## config.mk

```make
export PLATFORM = sky130hd
export DESIGN_NAME = fetch_queue
export DESIGN_NICKNAME = d
export VERILOG_FILES = /design/src/rtl/fetch_queue.sv
export SDC_FILE = /design/constraint.sdc
export NUM_CORES = 1
export LEC_CHECK = 0
export ABC_AREA = 1
export CORE_UTILIZATION = 46
export CTS_BUF_LIST = sky130_fd_sc_hd__clkbuf_4 sky130_fd_sc_hd__clkbuf_8 sky130_fd_sc_hd__clkbuf_16
export DETAILED_ROUTE_END_ITERATION = 8
export PLACE_DENSITY = 0.7
export SLEW_MARGIN = 20
export SYNTH_ARGS = -nofsm -noshare
export SYNTH_HDL_FRONTEND = slang
export SYNTH_SLANG_ARGS = --single-unit
```

## constraint.sdc

```tcl
create_clock -name clk -period 12.3 [get_ports clk]
set_input_delay 1.23 -clock clk [delete_from_list [all_inputs] [get_ports clk]]
set_output_delay 1.23 -clock clk [all_outputs]
set_load 0.02 [all_outputs]
```

## src/rtl/fetch_queue.sv

```systemverilog
// fetch_queue: instruction fetch front end with a DEPTH-entry queue between
// the PC generator and decode.
//   clk, rst                : clock, asynchronous active-low reset
//   redirect_valid/pc       : flush the queue and refetch from redirect_pc
//   imem_req_valid/ready/addr : pipelined fetch request (credit limited)
//   imem_rsp_valid/data     : in-order fetch responses, one per request
//   out_valid/ready/pc/instr: queue head towards decode
//   occupancy               : number of valid queue entries
module fetch_queue #(
  parameter int unsigned     XLEN     = 32,
  parameter int unsigned     DEPTH    = 4,
  parameter logic [XLEN-1:0] RESET_PC = '0
) (
  input  logic                       clk,
  input  logic                       rst,
  input  logic                       redirect_valid,
  input  logic [XLEN-1:0]            redirect_pc,
  output logic                       imem_req_valid,
  input  logic                       imem_req_ready,
  output logic [XLEN-1:0]            imem_req_addr,
  input  logic                       imem_rsp_valid,
  input  logic [XLEN-1:0]            imem_rsp_data,
  output logic                       out_valid,
  input  logic                       out_ready,
  output logic [XLEN-1:0]            out_pc,
  output logic [XLEN-1:0]            out_instr,
  output logic [$clog2(DEPTH):0]     occupancy
);

  localparam int unsigned PW = $clog2(DEPTH);
  localparam int unsigned CW = PW + 1;
  localparam int unsigned SW = CW + 1;

  logic            run_q;
  logic            valid_q;
  logic [XLEN-1:0] fetch_pc_q, fetch_pc_d;
  logic [CW-1:0]   count_q, count_d;
  logic [CW-1:0]   outst_q, outst_d;
  logic [CW-1:0]   drop_q, drop_d;
  logic [PW-1:0]   rd_ptr_q, rd_ptr_d;
  logic [PW-1:0]   wr_ptr_q, wr_ptr_d;
  logic [XLEN-1:0] pc_mem    [DEPTH];
  logic [XLEN-1:0] instr_mem [DEPTH];

  logic            credit_ok;
  logic            req_fire;
  logic            rsp_ok;
  logic            push;
  logic            pop;
  logic [CW-1:0]   live;
  logic [XLEN-1:0] rsp_pc;

  // Handshake qualification and PC of the oldest live in-flight request.
  // Live requests were issued back to back since the last redirect, so the
  // oldest one sits live*4 bytes behind fetch_pc; no PC FIFO storage needed.
  always_comb begin
    credit_ok      = (SW'(count_q) + SW'(outst_q)) < SW'(DEPTH);
    imem_req_valid = run_q && credit_ok && !redirect_valid;
    req_fire       = imem_req_valid && imem_req_ready;
    rsp_ok         = imem_rsp_valid && (outst_q != '0);
    push           = rsp_ok && (drop_q == '0) && !redirect_valid;
    pop            = valid_q && out_ready && !redirect_valid;
    live           = outst_q - drop_q;
    rsp_pc         = fetch_pc_q - (XLEN'(live) << 2);
  end

  // Next-state logic; a redirect overrides every other event.
  always_comb begin
    fetch_pc_d = fetch_pc_q;
    count_d    = count_q;
    outst_d    = outst_q;
    drop_d     = drop_q;
    rd_ptr_d   = rd_ptr_q;
    wr_ptr_d   = wr_ptr_q;
    if (redirect_valid) begin
      fetch_pc_d = {redirect_pc[XLEN-1:2], 2'b00};
      count_d    = '0;
      rd_ptr_d   = '0;
      wr_ptr_d   = '0;
      outst_d    = outst_q - CW'(rsp_ok);
      // Everything still in flight after this cycle is stale.
      drop_d     = outst_q - CW'(rsp_ok);
    end else begin
      if (req_fire) fetch_pc_d = fetch_pc_q + XLEN'(4);
      count_d = count_q + CW'(push) - CW'(pop);
      outst_d = outst_q + CW'(req_fire) - CW'(rsp_ok);
      drop_d  = drop_q - CW'(rsp_ok && (drop_q != '0));
      if (push) wr_ptr_d = wr_ptr_q + PW'(1);
      if (pop)  rd_ptr_d = rd_ptr_q + PW'(1);
    end
  end

  // Control state registers.
  always_ff @(posedge clk or negedge rst) begin
    if (!rst) begin
      run_q      <= 1'b0;
      valid_q    <= 1'b0;
      fetch_pc_q <= RESET_PC;
      count_q    <= '0;
      outst_q    <= '0;
      drop_q     <= '0;
      rd_ptr_q   <= '0;
      wr_ptr_q   <= '0;
    end else begin
      run_q      <= 1'b1;
      valid_q    <= (count_d != '0);
      fetch_pc_q <= fetch_pc_d;
      count_q    <= count_d;
      outst_q    <= outst_d;
      drop_q     <= drop_d;
      rd_ptr_q   <= rd_ptr_d;
      wr_ptr_q   <= wr_ptr_d;
    end
  end

  // Queue payload storage; contents are only meaningful under count_q.
  always_ff @(posedge clk) begin
    if (push) begin
      pc_mem[wr_ptr_q]    <= rsp_pc;
      instr_mem[wr_ptr_q] <= imem_rsp_data;
    end
  end

  assign imem_req_addr = fetch_pc_q;
  assign out_valid     = valid_q;
  assign out_pc        = pc_mem[rd_ptr_q];
  assign out_instr     = instr_mem[rd_ptr_q];
  assign occupancy     = count_q;

endmodule

```

### Word-level counts from Yosys, hierarchy flattened

Memories as Yosys holds them, arrays and structs flattened.
Index checks and enable logic that the tools add are counted.

* memory bits (writable): 256
* output and inout bits: 101
* memories: 2
* flip-flop bits (word level): 47
* input bits: 70

* muxes and demuxes: 11
* reductions and logical operators: 17
* add/subtract/negate cells: 12
* order comparisons: 1

Memory list
* instr_mem: words 4, width 32, read ports 1, clocked after memory_dff 0, wr ports 1, RTL line 43 `logic [XLEN-1:0] instr_mem [DEPTH];`
* pc_mem: words 4, width 32, read ports 1, clocked after memory_dff 0, wr ports 1, RTL line 42 `logic [XLEN-1:0] pc_mem [DEPTH];`

Operators by type and width (number)
* 2-to-1 mux 32 bit: 2
* adder 32 x 3 -> 32 bit (second input constant): 1
* subtractor 32 x 5 -> 32 bit: 1
* subtractor 3 x 1 -> 3 bit: 4
* logical AND 1 bit: 9
* 2-to-1 mux 3 bit: 3
* nonzero test 3 bit: 3
* 2-to-1 mux 2 bit: 4
* adder 3 x 1 -> 3 bit: 2
* nonzero test 2 bit: 3
* adder 2 x 1 -> 2 bit (second input constant): 2
* adder 3 x 3 -> 4 bit: 1
* less-than comparator 4 x 3 -> 1 bit (second input constant): 1
* zero test 3 bit: 1
* subtractor 3 bit: 1
* 2-to-1 mux 1 bit: 2
* zero test 1 bit: 1

### Logic depth before layout (Yosys ltp)

Gate-level depths: netlist (run 1).

* word-level depth: 8
* gate-level depth with buffers: 14
* mapped depth without buffers: 14

### Worst setup path before layout (run 1)

OpenSTA, ideal clock, no wires.

* path type: input-to-reg
* from: input port imem_rsp_valid
* to: memory instr_mem[0][0] (enable)
* library setup time: 0.482 ns
* setup slack: 7.474 ns
* required time: 11.818 ns
* stages: 4
* arrival: 4.343 ns
* path buffers: 0
* cell sequence: inv_1 a31oi_2 nand3_1 nor2_1

* longest elaborated chain between the ends: 5

RTL lines
* from (decl): RTL line 21 `input logic imem_rsp_valid,`
* logical AND 1 bit: RTL line 60 `rsp_ok = imem_rsp_valid && (outst_q != '0);`
* logical AND 1 bit (2 in a row): RTL line 61 `push = rsp_ok && (drop_q == '0) && !redirect_valid;`
* 2-to-1 mux 1 bit: RTL line 118 `if (push) begin`
* 2-to-1 mux 1 bit (implied by the code): RTL line 120 `instr_mem[wr_ptr_q] <= imem_rsp_data;`
* to (decl): RTL line 43

Every way passes these cells.

### Final worst setup path (run 1)

* from: register rd_ptr_q[0]
* to: output port out_pc[18]

* longest elaborated chain between the ends: 1

RTL lines
* from (decl): RTL line 40 `logic [PW-1:0] rd_ptr_q, rd_ptr_d;`
* from (signal assigned): RTL line 111 `rd_ptr_q <= rd_ptr_d;`
* memory (4 x 32 bit)
* to (decl): RTL line 25 `output logic [XLEN-1:0] out_pc,`

Every way passes these cells.

==> results of run 1 <==
[synthesized netlist by cell type]
cell type | count | area share, %
buf_1 | 1 | 0.028
fa_1 | 4 | 0.60
dfrtp_1 | 45 | 8.5
o21bai_1 | 1 | 0.057
nor4_1 | 1 | 0.047
buf_2 | 22 | 0.83
nand4_2 | 1 | 0.094
nand2_1 | 189 | 5.4
ha_1 | 19 | 1.8
a31oi_1 | 2 | 0.094
nand2_2 | 5 | 0.24
nor3_1 | 4 | 0.15
nand4_1 | 6 | 0.28
nand3_2 | 1 | 0.076
a21oi_1 | 6 | 0.23
inv_2 | 3 | 0.085
o211ai_2 | 1 | 0.094
conb_1 | 2 | 0.057
nor2_1 | 231 | 6.5
nand3_1 | 61 | 2.3
clkbuf_1 | 36 | 1.0
nor2_2 | 16 | 0.76
buf_6 | 4 | 0.34
inv_1 | 71 | 2.0
o22ai_1 | 64 | 3.0
nand3b_1 | 1 | 0.057
or2_2 | 6 | 0.28
a31oi_2 | 1 | 0.094
xor2_1 | 24 | 1.6
edfxtp_1 | 248 | 56
o211ai_1 | 3 | 0.17
o21ai_0 | 144 | 5.4
buf_4 | 7 | 0.40
xnor2_1 | 9 | 0.60
and2_1 | 1 | 0.047
o21ai_1 | 6 | 0.23
nor2_4 | 3 | 0.26
[worst max-delay path: stages (launching register included)]
cell and delay (ns):
dfrtp_4 0.54, clkinv_2 0.38, buf_4 0.76, o21ai_0 0.23, o22ai_1 0.28, clkdlybuf4s50_1 0.66
[per-layer routing]
metal  vias to the layer above  share of wire (%)
li1                       4596                  -
met1                      4561                 44
met2                       320                 47
met3                        43                7.2
met4                         2                1.9
met5                         -              0.042
[through the flow]
step	std cells	utilization, %	hold slack (ns)	power, mW	area (um2)
detailed placement	1735	53.9	0.542	2.05	15100
CTS	1791	57.4	0.553	2.96	16100
global placement	1735	53.9	0.528	2.03	15100
floorplan	1252	-	0.500	1.76	13300
finish	1791	57.4	0.546	2.94	16100
global route	1791	57.4	0.599	3.08	16100
[area by class of cell]
class / instances / area, um2 / share of cell area [%]
multi-input cells: 815 / 4090 / 25.3
inverters: 74 / 279 / 1.73
flip-flops and latches: 293 / 8580 / 53.2
well taps: 378 / 473 / 2.93
clock buffers: 45 / 881 / 5.46
clock inverters: 11 / 109 / 0.675
repair buffers: 175 / 1720 / 10.7
[kinds of logic after synthesis]
| logic type | synth area share (%) |
|---|---|
| AO/OA/AOI/OAI | 9.43 |
| XOR/XNOR | 2.18 |
| adder cells (fa/ha/maj) | 2.40 |
| buffers and inverters | 4.71 |
| flip-flops | 64.7 |
| other | 0.0567 |
| AND/OR/NAND/NOR | 16.5 |
[power by group]
| group | switching (mW) | total (mW) | leakage (nW) | internal [mW] |
|---|---|---|---|---|
| registers | 0.0730 | 1.28 | 2.79 | 1.21 |
| clock network | 0.365 | 0.902 | 0.511 | 0.537 |
| logic | 0.474 | 0.755 | 2.61 | 0.282 |
| total | 0.911 | 2.94 | 5.90 | 2.03 |
[registers in the layout, summed over array words and instances, names as in the netlist]
signal         count
drop_q             3
imem_req_addr     30
instr_mem        128
occupancy          3
out_valid          1
outst_q            3
pc_mem           120
rd_ptr_q           2
run_q              1
wr_ptr_q           2
[worst paths after layout]
kind | cells after the start | start | slack [ns] | endpoint
worst max-delay path | 5 | rd_ptr_q[0]$_DFFE_PN0P_ | 7.64 | out_pc[18]
worst min-delay path | 1 | wr_ptr_q[0]$_DFFE_PN0P_ | 0.55 | wr_ptr_q[0]$_DFFE_PN0P_
worst max register to register | 12 | outst_q[0]$_DFF_PN0_ | 9.25 | pc_mem[0][22]$_DFFE_PP_
worst min register to register | 1 | wr_ptr_q[0]$_DFFE_PN0P_ | 0.55 | wr_ptr_q[0]$_DFFE_PN0P_
max in group asynchronous | 2 | rst | 11.05 | rd_ptr_q[0]$_DFFE_PN0P_
min in group asynchronous | 2 | rst | 0.78 | imem_req_addr[17]$_DFFE_PN0N_
==> flow_metrics.tcl, run 1 <==
set metrics [dict create \
    status "completed" \
    max-vdd-ir-drop_uv 105 \
    via_count 9522 \
    track_usage_pct 21.0 \
    use_met1_pct 28.2 \
    cp_max_fo 88 \
    period_needed_ns 4.66 \
    final_common_cell "edfxtp_1" \
    synthesis.instances 1249 \
    grt_pass1_vias 9192 \
    crit_path_end_kind "primary output" \
    cts_hold_buf 0 \
    grt_pass1_wl_mm 47.7 \
    cts-htree-levels 1 \
    numPortBuffers 164 \
    num_rows 61 \
    drv_slew 0 \
    max_freq_mhz 215 \
    cts_max_path_buffers 3 \
    drc 0 \
    most-common-layout-cells "edfxtp_1 (248), nor2_1 (227), nand2_1 (189)" \
    yosysWarnings 0 \
    die-area_um2 29500 \
    initial_core_util_pct 47.2 \
    min_period_over_period_pct 37.9 \
    yosysSeqAreaShare_pct 64.7 \
    vias_per_cell 5.32 \
    fin_nets 1483 \
    arrival_ns 3.43 \
    core_um2 28100 \
    maxCapViolCount 0 \
    hpwl_mm 18.7 \
    drt_iter0_markers 576 \
    antenna_found_initial 1 \
    diodes 0 \
    post-cts-setup-buffers 0 \
    first_pass_iters 5 \
    power.leakage_nw 5.90 \
    io_pins 171 \
    syn_to_final_growth_pct 21.8 \
    clock_latency_ns 0.56 \
    grt-busiest-layer "met2" \
    hold_viol 0 \
    cp.required_ns 11.07 \
    syn_avg_cell_area_um2 10.6 \
    hp-class "flop to flop" \
    cts-buffers-inserted 31 \
    drt_wl_total_mm 31.1 \
    die_y_um 172 \
    avgRoutedWirePerCell_um 17.4 \
    grtUsageMet3_pct 3.89 \
    synth_area_um2 13200 \
    cts-resized-gates 0 \
    cts_root_buffer "clkbuf_16" \
    routabilityCongestion 0.844 \
    clk_pin_slew_ns 0.06 \
    worst_pin_slew_ns 0.977 \
    drtAntennaViolNets 0 \
    dieWidth_um 172 \
    drive_gt1_share_pct 7.86 \
    grt-ovfl-total 0 \
    synth-seq-cells 293 \
    cts_tree "built" \
    fillers 2376 \
    worstSetupStartpointType "flop" \
    power_density_nw_per_um2 182 \
    rsz0062_at_grt "false" \
    place_ws_ns 7.32 \
    numClockSinks 293 \
    setup_viol 0 \
    synth_cell_types 37 \
    grt_max_degree 115 \
    finalWorstSetupSlack_ns 7.64 \
    criticalPathCategory "flop to primary output" \
    fin_setup_tns_ns 0 \
    use_met2_pct 35.0 \
    fin_skew_ns 0.0247 \
    max-slew-margin-rel_pct 34.7 \
]
(Power assumes the default switching activity.)
==> inputs of run 2 (changes only) <==
==> constraint.sdc (replaced) <==
create_clock -name clk -period 4.3 [get_ports clk]
set_input_delay 0.43 -clock clk [delete_from_list [all_inputs] [get_ports clk]]
set_output_delay 0.43 -clock clk [all_outputs]
set_load 0.02 [all_outputs]
==> run 2 against run 1 <==
Critical path depth fell by 1. Non-clock buffer count rose by 6. Cell count rose by 0.34%. Design area rose by 1.2%. Utilization rose by 0.69 points. Highest routed layer unchanged. Critical path type unchanged.
==> flow_metrics.tcl, run 2 (synthesis results as in run 1) <==
set metrics [dict create \
    arrival_ns 3.21 \
    clock_latency_ns 0.55 \
    worst_pin_slew_ns 0.899 \
    route.met2.wl_mm 14.1 \
    numPortBuffers 164 \
    clk_pin_slew_ns 0.06 \
    multi_input_area_um2 4090 \
    avgRoutedWirePerCell_um 16.9 \
    power.leakage_nw 5.96 \
    most-common-layout-cells "edfxtp_1 (248), nor2_1 (227), nand2_1 (189)" \
    grt-ovfl-total 0 \
    first_pass_iters 5 \
    power_density_nw_per_um2 525 \
    drc 0 \
    highest_layer "met5" \
    post-cts-setup-buffers 0 \
    fillers 2359 \
    drv_slew 0 \
    io_pins 171 \
    num_rows 61 \
    max_freq_mhz 275 \
    maxCapViolCount 0 \
    hp-class "input port to asynchronous set/reset pin" \
    antenna_found_initial 1 \
    placed_area_um2 15300 \
    hpwl_mm 19.0 \
    track_usage_pct 20.8 \
    die-area_um2 29500 \
    fin_setup_tns_ns 0 \
    cp_max_fo 88 \
    drtAntennaViolNets 0 \
    period_needed_ns 3.64 \
    largest_register_ffs 128 \
    via_count 9444 \
    numClockSinks 293 \
    setup_viol 0 \
    drt_wl_total_mm 30.4 \
    cts-htree-levels 1 \
    grt_pass1_vias 9236 \
    grt_pass1_wl_mm 47.8 \
    die_y_um 172 \
    finalWorstSetupSlack_ns 0.660 \
    max-slew-margin-rel_pct 40.1 \
    crit_path_end_kind "primary output" \
    max-vdd-ir-drop_uv 320 \
    fin_nets 1489 \
    cts_hold_buf 1 \
    cts-buffers-inserted 31 \
    cts_root_buffer "clkbuf_16" \
    min_period_over_period_pct 84.6 \
    grt_max_degree 89 \
    cts-resized-gates 0 \
    dieWidth_um 172 \
    drt-met1-wl_mm 13.4 \
    initial_core_util_pct 47.2 \
    worstSetupStartpointType "flop" \
    drive_gt1_share_pct 7.75 \
    routabilityCongestion 0.859 \
    place_ws_ns 1.06 \
    cts_tree "built" \
    criticalPathCategory "flop to primary output" \
    fin_util_pct 58.1 \
    wl_met3_mm 2.20 \
    core_um2 28100 \
    drt_iter0_markers 570 \
    diodes 0 \
    rsz0062_at_grt "false" \
    fin_skew_ns 0.0181 \
    cts_max_path_buffers 3 \
    status "completed" \
    final_common_cell "edfxtp_1" \
    design_area_um2 16300 \
    syn_to_final_growth_pct 23.2 \
    cp.required_ns 3.87 \
    holdWs_ns 0.206 \
    hold_viol 0 \
    largest-register "instr_mem" \
    vias_per_cell 5.26 \
    ff_latch_area_um2 8580 \
]
## run 2: power breakdown
part	total (mW)	switching, mW	internal, mW
sequential	3.68	0.227	3.45
combinational	2.14	1.32	0.818
clock	2.75	1.05	1.70
## run 2: per-stage QoR
stage	std cells	power, mW
detailed placement	1740	5.88
finish	1797	8.57
floorplan	1252	5.03
global placement	1740	5.83
global route	1797	9.01
CTS	1797	8.63
## run 2: final timing paths
| path | from | end | slack, ns | cells past startpoint |
|---|---|---|---|---|
| setup / recovery | rd_ptr_q[0]$_DFFE_PN0P_ | out_pc[17] | 0.66 | 4 |
| hold / removal | rst | imem_req_addr[28]$_DFFE_PN0N_ | 0.21 | 2 |
| setup reg to reg | outst_q[0]$_DFF_PN0_ | pc_mem[1][22]$_DFFE_PP_ | 1.29 | 12 |
| hold reg to reg | wr_ptr_q[0]$_DFFE_PN0P_ | wr_ptr_q[0]$_DFFE_PN0P_ | 0.55 | 1 |
| max in group asynchronous | rst | rd_ptr_q[0]$_DFFE_PN0P_ | 3.30 | 3 |
| min in group clk | redirect_pc[19] | imem_req_addr[19]$_DFFE_PN0N_ | 0.43 | 3 |
## run 2: worst max-delay path: stages (launching register included)
cell and delay (ns):
dfrtp_4 0.68, buf_4 0.73, o21ai_0 0.23, o22ai_1 0.31
clkdlybuf4s50_1 0.66
## run 2: layout make-up
cell class,count,area share [%]
Timing Repair Buffer,181,11.3
Inverter,74,1.71
Multi-Input combinational cell,815,25.0
Sequential cell,293,52.5
Tap cell,378,2.90
Clock inverter,20,1.53
Clock buffer,36,4.98
## run 2: metal layers
| layer | global-route usage (%) | vias to the layer above |
|---|---|---|
| met5 | 0 | - |
| met4 | 6.37 | 2 |
| met3 | 3.96 | 59 |
| met2 | 34.5 | 296 |
| met1 | 27.7 | 4485 |
| li1 | - | 4602 |
==> inputs of run 3 (changes only) <==
==> constraint.sdc (replaced) <==
create_clock -name clk -period 3.68 [get_ports clk]
set_input_delay 0.368 -clock clk [delete_from_list [all_inputs] [get_ports clk]]
set_output_delay 0.368 -clock clk [all_outputs]
set_load 0.02 [all_outputs]
==> run 3 against run 2 <==
Largest cell class unchanged. First-iteration DRC count is 22% higher. Design area increased by 0.18%. Register-to-register slack worse by 0.70 ns. Highest routed layer is now met4. Cell count up 0.39%. Die area unchanged. Sequential cell count is the same. Hold slack better by 0.15 ns. Combinational power rose by 19%. Utilization rose by 0.10 points. Largest power group unchanged. Global-route usage rose by 0.88 points. Sequential share of layout area decreased by 0.093 points.
==> flow_metrics.tcl, run 3 (synthesis results as in run 1) <==
set metrics [dict create \
    path_cells "clkinv_2 -> buf_4 -> o21ai_0 -> o22ai_1 -> clkdlybuf4s50_1" \
    syn_to_final_growth_pct 23.5 \
    worst_pin_slew_ns 0.731 \
    cp.required_ns 3.31 \
    cts-resized-gates 0 \
    design_area_um2 16400 \
    largest_register_ffs 128 \
    clk_pin_slew_ns 0.06 \
    maxCapViolCount 0 \
    cts_root_buffer "clkbuf_16" \
    power_density_nw_per_um2 616 \
    setup_viol 0 \
    sw_frac_of_total_pct 30.3 \
    place_ws_ns 0.638 \
    drv_slew 0 \
    die-area_um2 29500 \
    grt_pass1_vias 9317 \
    routabilityCongestion 0.930 \
    power.leakage_nw 6.00 \
    track_usage_pct 21.7 \
    grt_max_degree 125 \
    drt_wl_total_mm 31.5 \
    clock_latency_ns 0.55 \
    cp_slowest_cell "clkdlybuf4s50_1" \
    rsz0062_at_grt "false" \
    grt_pass1_wl_mm 49.7 \
    hp-class "input port to asynchronous set/reset pin" \
    drive_gt1_share_pct 8.28 \
    p_comb_share_pct 25.2 \
    pwr-share-seq_pct 42.5 \
    io_pins 171 \
    most-common-layout-cells "edfxtp_1 (248), nor2_1 (227), nand2_1 (189)" \
    max-vdd-ir-drop_uv 375 \
    internal_power_mw 7.02 \
    grt-ovfl-total 0 \
    largest-register "instr_mem" \
    crit_path_end_kind "primary output" \
    arrival_ns 2.77 \
    avgRoutedWirePerCell_um 17.5 \
    p_total_mw 10.1 \
    reg2reg_depth 11 \
    fillers 2319 \
    hold_viol 0 \
    num_rows 61 \
    die_y_um 172 \
    hpwl_mm 20.1 \
    r2r_slack_ns 0.59 \
    drtAntennaViolNets 0 \
    first_pass_iters 4 \
    worstSetupStartpointType "flop" \
    max-slew-margin-rel_pct 51.3 \
    numClockSinks 293 \
    final_common_cell "edfxtp_1" \
    cp_max_fo 48 \
    drt_iter0_markers 697 \
    core_um2 28100 \
    r2r_end "pc_mem[2][27]$_DFFE_PP_" \
    cts-htree-levels 1 \
    vias_per_cell 5.29 \
    via_count 9535 \
    dieWidth_um 172 \
    placed_area_um2 15300 \
    period_needed_ns 3.14 \
    regToRegStartpoint "outst_q[0]$_DFF_PN0_" \
    max_freq_mhz 318 \
    cts_tree "built" \
    criticalPathCategory "flop to primary output" \
    min_period_over_period_pct 85.4 \
    cpPeakStageDelay_ns 0.69 \
    numPortBuffers 164 \
    drc 0 \
    fin_nets 1495 \
    fin_skew_ns 0.00920 \
    antenna_found_initial 0 \
    power.share.clock_pct 32.3 \
    p_sw_mw 3.05 \
    cts_max_path_buffers 3 \
    status "completed" \
    finalWorstSetupSlack_ns 0.538 \
    initial_core_util_pct 47.2 \
    cts-buffers-inserted 30 \
]
run 3: worst max-delay path: cells and delay by family, from the launching register on:
kind,cells,cell delay [ns]
DFF,1,0.49
buffers and inverters,3,1.38
AOI/OAI and AO/OA,2,0.35
run 3: area by class of cell:
type                            count  area (um2)  share of cell area, %
Antenna cell                        1        2.50                 0.0153
Clock buffer                       37         803                   4.91
Clock inverter                     18         272                   1.66
Inverter                           74         279                   1.71
Multi-Input combinational cell    815        4090                   25.0
Sequential cell                   293        8580                   52.5
Tap cell                          378         473                   2.89
Timing Repair Buffer              188        1860                   11.4
run 3: metal layers:
| layer | global-route usage, % | vias to the layer above | wire length (um) |
|---|---|---|---|
| li1 | - | 4606 | - |
| met5 | 0 | - | 0 |
| met1 | 29.6 | 4557 | 13800 |
| met3 | 3.50 | 44 | 2240 |
| met2 | 36.3 | 328 | 14900 |
| met4 | 5.20 | 0 | 568 |
run 3: timing repair:
item,4_1_cts,5_1_grt
setup endpoints to repair,0,0
buffers inserted,0,0
hold endpoints to repair,23,0
hold buffers,1,0
run 3: worst max path at each step:
stage | slack [ns] | endpoint | from
2_1_floorplan | -0.41 | instr_mem[0][0]$_DFFE_PP_ | outst_q[1]$_DFF_PN0_
3_3_place_gp | 0.75 | pc_mem[0][22]$_DFFE_PP_ | outst_q[0]$_DFF_PN0_
3_5_place_dp | 0.64 | pc_mem[2][27]$_DFFE_PP_ | outst_q[0]$_DFF_PN0_
4_1_cts | 0.52 | out_pc[17] | rd_ptr_q[0]$_DFFE_PN0P_
5_1_grt | 0.35 | pc_mem[2][27]$_DFFE_PP_ | outst_q[0]$_DFF_PN0_
6_report | 0.54 | out_pc[15] | rd_ptr_q[0]$_DFFE_PN0P_
run 3: metrics by stage:
stage	util, %	instances	TNS (ns)	hold WS [ns]
floorplan	-	1252	-102.11	0.0724
global placement	54.4	1747	0	0.416
detailed placement	54.4	1747	0	0.415
CTS	58.2	1803	0	0.343
global route	58.2	1803	0	0.384
finish	58.2	1804	0	0.356
run 3: power groups by stage:
stage	Combinational, mW	Sequential, mW	Clock, mW
finish	2.54	4.28	3.25
global route	2.82	4.31	3.42
CTS	2.55	4.27	3.31
detailed placement	2.54	4.34	0
global placement	2.48	4.33	0
floorplan	1.55	4.32	0
